### src/rtl/fwd_axis_reader.sv
// fwd_axis_reader: forwarder-side reader for the P3 packet buffer.
// Claims a ready buffer (rdy/ack), reads NW words through a credit-limited
// read pipeline into a skid FIFO, streams them as AXI-Stream with TKEEP/TLAST,
// then reports completion with the done/done_ack handshake.
// Optional: define FWD_AXIS_STATS_EN to add fwd_pkt_cnt / fwd_byte_cnt outputs.
`timescale 1ns/1ps
module fwd_axis_reader #(
    parameter int unsigned ADDR_WIDTH = 9,
    parameter int unsigned DATA_WIDTH = 64,
    parameter int unsigned PLEN_WIDTH = 32,
    parameter int unsigned RD_LAT     = 1,
    parameter int unsigned FIFO_DEPTH = 4
) (
    input  logic                      clk,
    input  logic                      rst,
    input  logic                      rdy_for_fwd,
    output logic                      rdy_for_fwd_ack,
    output logic [ADDR_WIDTH-1:0]     fwd_addr,
    output logic                      fwd_rd_en,
    input  logic [DATA_WIDTH-1:0]     fwd_rd_data,
    input  logic                      fwd_rd_data_vld,
    input  logic [PLEN_WIDTH-1:0]     fwd_byte_len,
    output logic                      fwd_done,
    input  logic                      fwd_done_ack,
    output logic [DATA_WIDTH-1:0]     m_axis_tdata,
    output logic [DATA_WIDTH/8-1:0]   m_axis_tkeep,
    output logic                      m_axis_tlast,
    output logic                      m_axis_tvalid,
    input  logic                      m_axis_tready
`ifdef FWD_AXIS_STATS_EN
    ,
    output logic [31:0]               fwd_pkt_cnt,
    output logic [63:0]               fwd_byte_cnt
`endif
);

    localparam int unsigned BYTES = DATA_WIDTH / 8;
    localparam int unsigned NWW   = ADDR_WIDTH + 1;
    localparam int unsigned PW    = $clog2(FIFO_DEPTH);
    localparam int unsigned CW    = PW + 1;
    localparam int unsigned RW    = $clog2(BYTES) + 1;
    localparam int unsigned MAXW  = 32'd1 << ADDR_WIDTH;

    typedef enum logic [2:0] {
        S_IDLE, S_CLAIM, S_LEN, S_READ, S_DRAIN, S_DONE
    } state_t;

    state_t                  state_q, state_d;
    logic [PLEN_WIDTH-1:0]   len_q, len_d;
    logic [NWW-1:0]          nw_q, nw_d;
    logic [NWW-1:0]          rd_ptr_q, rd_ptr_d;
    logic [NWW-1:0]          beat_q, beat_d;
    logic [RD_LAT-1:0]       lat_sr_q, lat_sr_d;
    logic [CW-1:0]           infl_q, infl_d;

    logic [DATA_WIDTH-1:0]   mem_q [FIFO_DEPTH];
    logic [PW-1:0]           wr_q, rdp_q;
    logic [CW-1:0]           cnt_q;

    logic [PLEN_WIDTH:0]     words_w;
    logic [NWW-1:0]          nw_calc;
    logic [PLEN_WIDTH-1:0]   len_calc;
    logic [RW-1:0]           rem;
    logic [BYTES-1:0]        ones;
    logic [CW:0]             occ;
    logic                    push, pop, is_last, can_read, rd_en;

    // Word count and clamped length from the requested byte length.
    always_comb begin
        words_w = ({1'b0, fwd_byte_len} + (PLEN_WIDTH+1)'(BYTES - 1)) / (PLEN_WIDTH+1)'(BYTES);
        if (words_w > (PLEN_WIDTH+1)'(MAXW)) begin
            nw_calc  = NWW'(MAXW);
            len_calc = PLEN_WIDTH'(MAXW * BYTES);
        end else begin
            nw_calc  = NWW'(words_w);
            len_calc = fwd_byte_len;
        end
    end

    // Stream output side: FIFO head, beat position and keep mask.
    always_comb begin
        ones          = '1;
        rem           = RW'(len_q % PLEN_WIDTH'(BYTES));
        is_last       = (beat_q == nw_q - NWW'(1));
        m_axis_tvalid = (cnt_q != '0);
        pop           = m_axis_tvalid && m_axis_tready;
        push          = fwd_rd_data_vld && (state_q == S_READ || state_q == S_DRAIN);
        m_axis_tdata  = m_axis_tvalid ? mem_q[rdp_q] : '0;
        m_axis_tlast  = m_axis_tvalid && is_last;
        m_axis_tkeep  = '0;
        if (m_axis_tvalid)
            m_axis_tkeep = (is_last && rem != '0) ? ~(ones >> rem) : ones;
    end

    // Credit check counts the beat leaving this cycle so a FIFO of RD_LAT+1
    // entries can sustain one word per cycle.
    always_comb begin
        occ      = (CW+1)'(cnt_q) + (CW+1)'(infl_q) - (CW+1)'(pop);
        can_read = occ < (CW+1)'(FIFO_DEPTH);
        rd_en    = (state_q == S_READ) && (rd_ptr_q < nw_q) && can_read;
    end

    // FSM next-state, handshake outputs and read pointer/beat counter updates.
    always_comb begin
        state_d         = state_q;
        len_d           = len_q;
        nw_d            = nw_q;
        rd_ptr_d        = rd_ptr_q;
        beat_d          = beat_q;
        rdy_for_fwd_ack = 1'b0;
        fwd_done        = 1'b0;
        fwd_rd_en       = rd_en;
        fwd_addr        = rd_en ? rd_ptr_q[ADDR_WIDTH-1:0] : '0;
        lat_sr_d        = (lat_sr_q << 1) | RD_LAT'(rd_en);
        infl_d          = infl_q + CW'(rd_en) - CW'(lat_sr_q[RD_LAT-1]);
        if (pop)
            beat_d = beat_q + NWW'(1);
        unique case (state_q)
            S_IDLE:  if (rdy_for_fwd) state_d = S_CLAIM;
            S_CLAIM: begin
                rdy_for_fwd_ack = 1'b1;
                state_d         = S_LEN;
            end
            S_LEN: begin
                len_d    = len_calc;
                nw_d     = nw_calc;
                rd_ptr_d = '0;
                beat_d   = '0;
                state_d  = (fwd_byte_len == '0) ? S_DONE : S_READ;
            end
            S_READ: begin
                if (rd_en) begin
                    rd_ptr_d = rd_ptr_q + NWW'(1);
                    if (rd_ptr_q == nw_q - NWW'(1))
                        state_d = S_DRAIN;
                end
            end
            S_DRAIN: if (pop && is_last) state_d = S_DONE;
            S_DONE: begin
                fwd_done = 1'b1;
                if (fwd_done_ack) state_d = S_IDLE;
            end
            default: state_d = S_IDLE;
        endcase
    end

    // Control state registers.
    always_ff @(posedge clk or negedge rst) begin
        if (!rst) begin
            state_q  <= S_IDLE;
            len_q    <= '0;
            nw_q     <= '0;
            rd_ptr_q <= '0;
            beat_q   <= '0;
            lat_sr_q <= '0;
            infl_q   <= '0;
        end else begin
            state_q  <= state_d;
            len_q    <= len_d;
            nw_q     <= nw_d;
            rd_ptr_q <= rd_ptr_d;
            beat_q   <= beat_d;
            lat_sr_q <= lat_sr_d;
            infl_q   <= infl_d;
        end
    end

    // Skid FIFO holding returned words until the stream accepts them.
    always_ff @(posedge clk or negedge rst) begin
        if (!rst) begin
            for (int unsigned i = 0; i < FIFO_DEPTH; i++) mem_q[i] <= '0;
            wr_q  <= '0;
            rdp_q <= '0;
            cnt_q <= '0;
        end else begin
            if (push) begin
                mem_q[wr_q] <= fwd_rd_data;
                wr_q        <= wr_q + PW'(1);
            end
            if (pop)
                rdp_q <= rdp_q + PW'(1);
            cnt_q <= cnt_q + CW'(push) - CW'(pop);
        end
    end

`ifdef FWD_AXIS_STATS_EN
    // Packet and byte totals, bumped at the done handshake.
    always_ff @(posedge clk or negedge rst) begin
        if (!rst) begin
            fwd_pkt_cnt  <= '0;
            fwd_byte_cnt <= '0;
        end else if (state_q == S_DONE && fwd_done_ack) begin
            fwd_pkt_cnt  <= fwd_pkt_cnt + 32'd1;
            fwd_byte_cnt <= fwd_byte_cnt + 64'(len_q);
        end
    end
`endif

endmodule

### config.mk
export PLATFORM = sky130hd
export DESIGN_NAME = fwd_axis_reader
export DESIGN_NICKNAME = d
export VERILOG_FILES = /design/src/rtl/fwd_axis_reader.sv
export SDC_FILE = /design/constraint.sdc
export NUM_CORES = 1
export LEC_CHECK = 0
export CAP_MARGIN = 20
export CORE_UTILIZATION = 30
export DETAILED_ROUTE_END_ITERATION = 8
export HOLD_SLACK_MARGIN = 0.1
export PLACE_DENSITY_LB_ADDON = 0.1
export RECOVER_POWER = 100
export SETUP_SLACK_MARGIN = 0.5
export SYNTH_ARGS = -nofsm -noshare
export SYNTH_HDL_FRONTEND = slang
export SYNTH_SLANG_ARGS = --single-unit
### constraint.sdc
create_clock -name clk -period 4.06 [get_ports clk]
set_input_delay 0.406 -clock clk [delete_from_list [all_inputs] [get_ports clk]]
set_output_delay 0.406 -clock clk [all_outputs]
set_load 0.005 [all_outputs]
* Word level (Yosys, flattened, before mapping)
Cells that the tools add are included.
** Storage, ports and cells
- Bits in writable memories :: 0
- Output and inout bits :: 86
- Memories :: 0
- ROM bits :: 0
- Bits of input ports :: 102
- Register bits :: 303
- Word-level logic and storage cells :: 90
- Latch bits :: 0
** Cells by class
- $mul :: 0
- $add $sub $neg :: 12
- Equality and inequality tests :: 12
- Order comparisons :: 6
- Shift operators :: 1
- Divide/modulo/power cells :: 0
- Bitwise logic cells :: 3
- Reductions and logical operators :: 17
- Multiplexer cells :: 25
** Operators with widths (count)
- $bwmux W256 :: 1
- $mux W64 :: 4
- $bmux W64 S2 :: 1
- $demux W64 S2 :: 1
- $mux W10 :: 4
- $add A32 B3 Y33 const B :: 1
- $logic_not A32 Y1 :: 1
- $gt A30 B10 Y1 const B :: 1
- $mux W3 :: 7
- $add A10 B1 Y10 const B :: 2
- $eq A10 B10 Y1 :: 2
- $pmux W10 S2 :: 1
- $pmux W3 S6 :: 1
- $mux W8 :: 2
- $lt A10 B10 Y1 :: 1
- $sub A10 B1 Y10 const B :: 1
- $mux W9 :: 1
- $logic_and A1 B1 Y1 :: 8
- $not A8 Y8 :: 1
- $shr A8 B3 Y8 const A :: 1
- $add A3 B1 Y3 :: 2
- $eq A3 B2 Y1 const B :: 2
- $eq A3 B3 Y1 const B :: 2
- $ge A3 B3 Y1 const B :: 2
- 18 further kinds :: 26

* Depth between registers and ports, before layout
- Depth in word-level cells :: 7
- Gate-level depth with buffers :: 17
- Gate-level depth less buffers :: 15

* Least setup slack after synthesis
No wires, ideal clock.
- Path kind :: reg-to-reg
- Start :: reg cnt_q[1]
- End :: reg infl_q[1]
- Arrival :: 3.731 ns
- Stages on the path, launching flop included :: 17
- Setup time :: 0.135 ns
- Data required time :: 3.925 ns
- Period minus slack after synthesis :: 3.866 ns
- Buffers on the path :: 2
- Path slack :: 0.194 ns
- Cell sequence :: dfrtp_1 > nor3_1 > inv_1 > and2_1 > clkbuf_1 > ha_1 > inv_1 > ha_1 > nand2_1 > o21bai_1 > or3_1 > a221oi_1 > nand2_1 > clkbuf_1 > inv_1 > ha_1 > fa_1
** Between the ends
- Cells in the longest elaborated chain, start to end :: 7
- Elaborated cells between the ends (all ways) :: 8
- Classes of those cells :: 4 x add/sub; 1 x order compare; 3 x reduce/logical
** RTL lines
- start, declared :: RTL line 58 : logic [CW-1:0] cnt_q;
- start signal, assigned :: RTL line 182 : cnt_q <= cnt_q + CW'(push) - CW'(pop);
- $reduce_bool A3 Y1 :: RTL line 85 : m_axis_tvalid = (cnt_q != '0);
- $logic_and A1 B1 Y1 :: RTL line 86 : pop = m_axis_tvalid && m_axis_tready;
- named net pop :: RTL line 66 : logic push, pop, is_last, can_read, rd_en;
- $sub A4 B1 Y4 :: RTL line 98 : occ = (CW+1)'(cnt_q) + (CW+1)'(infl_q) - (CW+1)'(pop);
- $lt A4 B3 Y1 :: RTL line 99 : can_read = occ < (CW+1)'(FIFO_DEPTH);
- $logic_and A1 B1 Y1 :: RTL line 100 : rd_en = (state_q == S_READ) && (rd_ptr_q < nw_q) && can_read;
- named net fwd_rd_en :: RTL line 19 : output logic fwd_rd_en,
- $add A3 B1 Y3 :: RTL line 115 : infl_d = infl_q + CW'(rd_en) - CW'(lat_sr_q[RD_LAT-1]);
- $sub A3 B1 Y3 :: RTL line 115
- named net infl_d[1] :: RTL line 54 : logic [CW-1:0] infl_q, infl_d;
- end signal, assigned :: RTL line 164 : infl_q <= infl_d;
- end, declared :: RTL line 54
The timed path passes the listed nets, and every way through them passes these cells.
A chain may end at the register's enable or synchronous reset.

* Worst setup path in the final report
- Start :: reg nw_q[1]
- End :: out m_axis_tkeep[4]
** Between the ends
- Cells in the longest elaborated chain, start to end :: 5
** RTL lines
- start, declared :: RTL line 50 : logic [NWW-1:0] nw_q, nw_d;
- start signal, assigned :: RTL line 160 : nw_q <= nw_d;
- $sub A10 B1 Y10 :: RTL line 84 : is_last = (beat_q == nw_q - NWW'(1));
- $eq A10 B10 Y1 :: RTL line 84
- $logic_and A1 B1 Y1 :: RTL line 92 : m_axis_tkeep = (is_last && rem != '0) ? ~(ones >> rem) : ones;
- $mux W8 :: RTL line 92
- $mux W8 :: RTL line 91 : if (m_axis_tvalid)
- end, declared :: RTL line 26 : output logic [DATA_WIDTH/8-1:0] m_axis_tkeep,
Every way passes these cells.

==> out/metrics.csv <==
stage,metric,value,unit
pwr,p_clk_share,23.0,%
synthesis,ys_async_sr_fraction,100,%
drt,via_per_inst,4.86,
pwr,powerDensity,739,nW/um^2
hold_path,whs_path_depth,1,
timing,relSlewSlack,-4.19,%
hold_path,worstHoldStart,mem_q[2]$_DFFE_PN0P_,
timing,clock_skew,11.4,ps
clock_network,clock_path_buffers,3,
grt,grtUsageTotal,15.9,%
place,gp_congestion,0.782,
clock_network,cts_sinks,303,
synthesis,synth.avg_cell_area,13.3,sq um
grt,grt_pass1_wl,62300,microns
clock_network,path_clk_slew,50,ps
synthesis,synth_nets,1268,
pwr,seqPwrFrac,36.0,%
pwr,combPwrFrac,41.0,%
synthesis,synth_cell_types,61,
setup_path,path_delay_family,simple AND/OR/NAND/NOR gates,
timing,fin_crit,3740,ps
synthesis,syn_area,15100,sq um
drt,drc,0,
place,post-dp-hpwl,24600,microns
status,violations,"max-capacitance violations, max-slew violations",
pwr,ir_worst_vdd,377,uV
synthesis,synth_edf_count,0,
place,io_buffer_count,187,
die,ios,188,
setup_path,arrival,3340,ps
drt,first_pass_iters,4,
timing,drv_slew,63,
setup_path,crit_required,3650,ps
clock_network,clk_latency,550,ps
grt,grt_max_degree,117,
pwr,switchingPower,4280,uW
status,status,finished with violations,
die,design.die.area,51300,sq um
setup_path,worst_r2r_endpoint,infl_q[1]$_DFF_PN0_,
hold_path,min_path_type,flip-flop to flip-flop,
timing,max_freq,267,MHz
drt,drt-total-wl,39500,microns
setup_path,path_max_fanout,3,
clock_network,root_buffer,clkbuf_16,
finish,antenna_cells,0,
die,start_util,30.6,%
grt,antenna_found_initial,3,
setup_path,timing.rr.start,cnt_q[1]$_DFF_PN0_,
finish,syn_to_final_growth,28.4,%
timing,rsz0062_at_grt,yes,
job,drv_cap,1,
die,core_area,49400,sq um
drt,drt_iter0_drc,348,
grt,grt_pass1_vias,10600,
drt,via_count,10000,
setup_path,worst-path-buf-inv,4,
setup_path,critPathSlowestCell,or4_4,
timing,tightest_slew,1560,ps
setup_path,crit_path_max_incr_delay,440,ps
drt,post_drt_wl_per_cell,19.2,microns
synthesis,syn_inst,1138,
finish,nNetsFinal,1497,
drt,ant_nets,0,
clock_network,htreeDepth,2,
clock_network,cts_buffers,39,
timing,setup_tns,0,ps
timing,setup_viol,0,
synthesis,ys_seq_elements,303,
setup_path,path_cells,inv_2 -> ha_4 -> nor3b_1 -> xnor2_1 -> or4_1 -> or4_4 -> nor4_4 -> clkbuf_1 -> buf_6 -> a31oi_1 -> buf_2,
synthesis,ys.flop_type,dfrtp_1,
die,rows,81,
hold_path,holdPathEnd,mem_q[2]$_DFFE_PN0P_,
setup_path,r2r_cells,21,
pwr,finalPower,14300,uW
setup_path,cp-start-kind,flip-flop,
grt,grt-ovfl-total,0,
synthesis,yosys_warnings,0,
setup_path,crit_type,flip-flop to primary output,
die,dieHeight,226,microns
pwr,internal_power,10100,uW
synthesis,seq_area_frac_synth,50.1,%
setup_path,rrSetupSlack,390,ps
clock_network,cts_tree,yes,
timing,fin_ws,319,ps
timing,fin_crit_sh,92.2,%
timing,hold_viol,0,
die,die_width,226,microns
place,post-place-ws,287,ps
pwr,swShare,29.8,%
pwr,p_leak,0.00840,uW
setup_path,cp-end-kind,primary output,
finish,final_layout_size_suffix_gt1_share,35.0,%
==> power groups by stage <==
| stage | clock [uW] | combinational [uW] | sequential (uW) |
|---|---|---|---|
| floorplan | 0 | 3750 | 4790 |
| global placement | 0 | 5960 | 5220 |
| detailed placement | 0 | 6010 | 5260 |
| CTS | 3450 | 6140 | 5210 |
| global route | 3560 | 6490 | 5370 |
| finish | 3300 | 5870 | 5160 |
==> per-layer routing <==
layer | vias up | global-route usage [%] | routed length (microns)
li1 | 4612 | - | -
met1 | 5118 | 22.0 | 18600
met2 | 222 | 24.8 | 18100
met3 | 51 | 3.93 | 2070
met4 | 6 | 3.97 | 682
met5 | - | 0 | 34
==> worst reg2reg max path, stage by stage, from the launching register on <==
cell and delay, ps:
dfrtp_2 420, nor3_1 310, inv_2 60, and2_4 150, ha_4 150, inv_2 60
ha_4 200, nand2_4 60, o21bai_4 60, or3_1 360, a221oi_2 270, buf_4 180
clkbuf_1 150, nand2_4 70, inv_1 80, buf_4 100, buf_4 90, buf_4 80
buf_4 90, buf_6 100, ha_4 120, fa_1 390
==> placed cells by master, fill, tap and decap left out, types with 22 or more instances in the layout <==
cell type,instances
buf_4,31
dlygate4sd3_1,44
clkdlybuf4s50_1,125
clkbuf_1,23
xnor2_1,35
mux2_2,256
dfrtp_1,297
nor2_1,31
nand2_1,35
ha_1,22
clkbuf_16,41
mux4_2,64
and2_1,64
inv_1,33
nand3_1,22
xor2_1,23
==> through the flow <==
stage | util (%) | instances | instance area [sq um] | hold slack (ps)
6_report | 39.3 | 2058 | 19400 | 497
5_1_grt | 39.3 | 2058 | 19400 | 507
4_1_cts | 39.3 | 2050 | 19400 | 500
3_5_place_dp | 36.2 | 1950 | 17900 | 487
3_3_place_gp | 36.2 | 1950 | 17900 | 482
2_1_floorplan | - | 1138 | 15100 | 110
==> Yosys cell counts (all sizes together), types with 13 or more instances <==
library cell	instances	area share, %
dfrtp	303	50
mux2	256	19
and2	67	2.8
mux4	64	9.5
clkbuf	53	1.3
nand2	41	1.0
inv	37	0.92
xnor2	36	2.1
nor2	32	0.79
ha	26	2.2
xor2	23	1.3
nand3	22	0.73
and3	16	0.67
nand4	16	0.66
nor3	16	0.60
a21oi	13	0.43
nor4	13	0.64
==> what timing repair did <==
action,4_1_cts,5_1_grt
pin swaps,17,6
buffers inserted,30,8
gates resized for setup,103,21
hold buffers,1,0
endpoints found under the hold margin,112,0
gates cloned,1,0
endpoints found under the setup margin,18,20
==> flip-flops by register name, indices dropped and copies added (netlist names) <==
signal,count
lat_sr_q,1
cnt_q,3
len_q,3
wr_q,2
state_q,3
nw_q,10
beat_q,10
infl_q,3
mem_q,256
rd_ptr_q,10
rdp_q,2
==> area by class of cell <==
class                   count  area, sq um
clock buffers              60         1160
clock inverters             8         58.8
fillers                  4780        29900
inverters                  37          139
multi-input cells         736         7320
flip-flops and latches    303         7590
well taps                 664          831
repair buffers            250         2320
==> cells by family (layout without fill, tap and decap cells) <==
family / count (synthesis) / count (layout) / synth area share (%)
XOR/XNOR: 60 / 60 / 3.57
adder cells (fa/ha/maj): 28 / 28 / 2.42
AND/OR/NAND/NOR: 253 / 253 / 9.38
multiplexers: 323 / 323 / 28.8
flip-flops: 303 / 303 / 50.1
AO/OA/AOI/OAI: 72 / 72 / 3.23
buffers and inverters: 99 / 355 / 2.46
==> worst max path at each step <==
| stage | slack [ps] | startpoint | cells after the start | endpoint |
|---|---|---|---|---|
| floorplan | 530 | cnt_q[2]$_DFF_PN0_ | 16 | infl_q[1]$_DFF_PN0_ |
| global placement | 290 | m_axis_tready | 12 | fwd_addr[3] |
| detailed placement | 290 | nw_q[0]$_DFFE_PN0P_ | 9 | m_axis_tlast |
| CTS | 370 | cnt_q[0]$_DFF_PN0_ | 15 | fwd_addr[3] |
| global route | 170 | cnt_q[1]$_DFF_PN0_ | 15 | fwd_addr[7] |
| finish | 320 | nw_q[1]$_DFFE_PN0P_ | 11 | m_axis_tkeep[4] |
(Power assumes the default switching activity.)
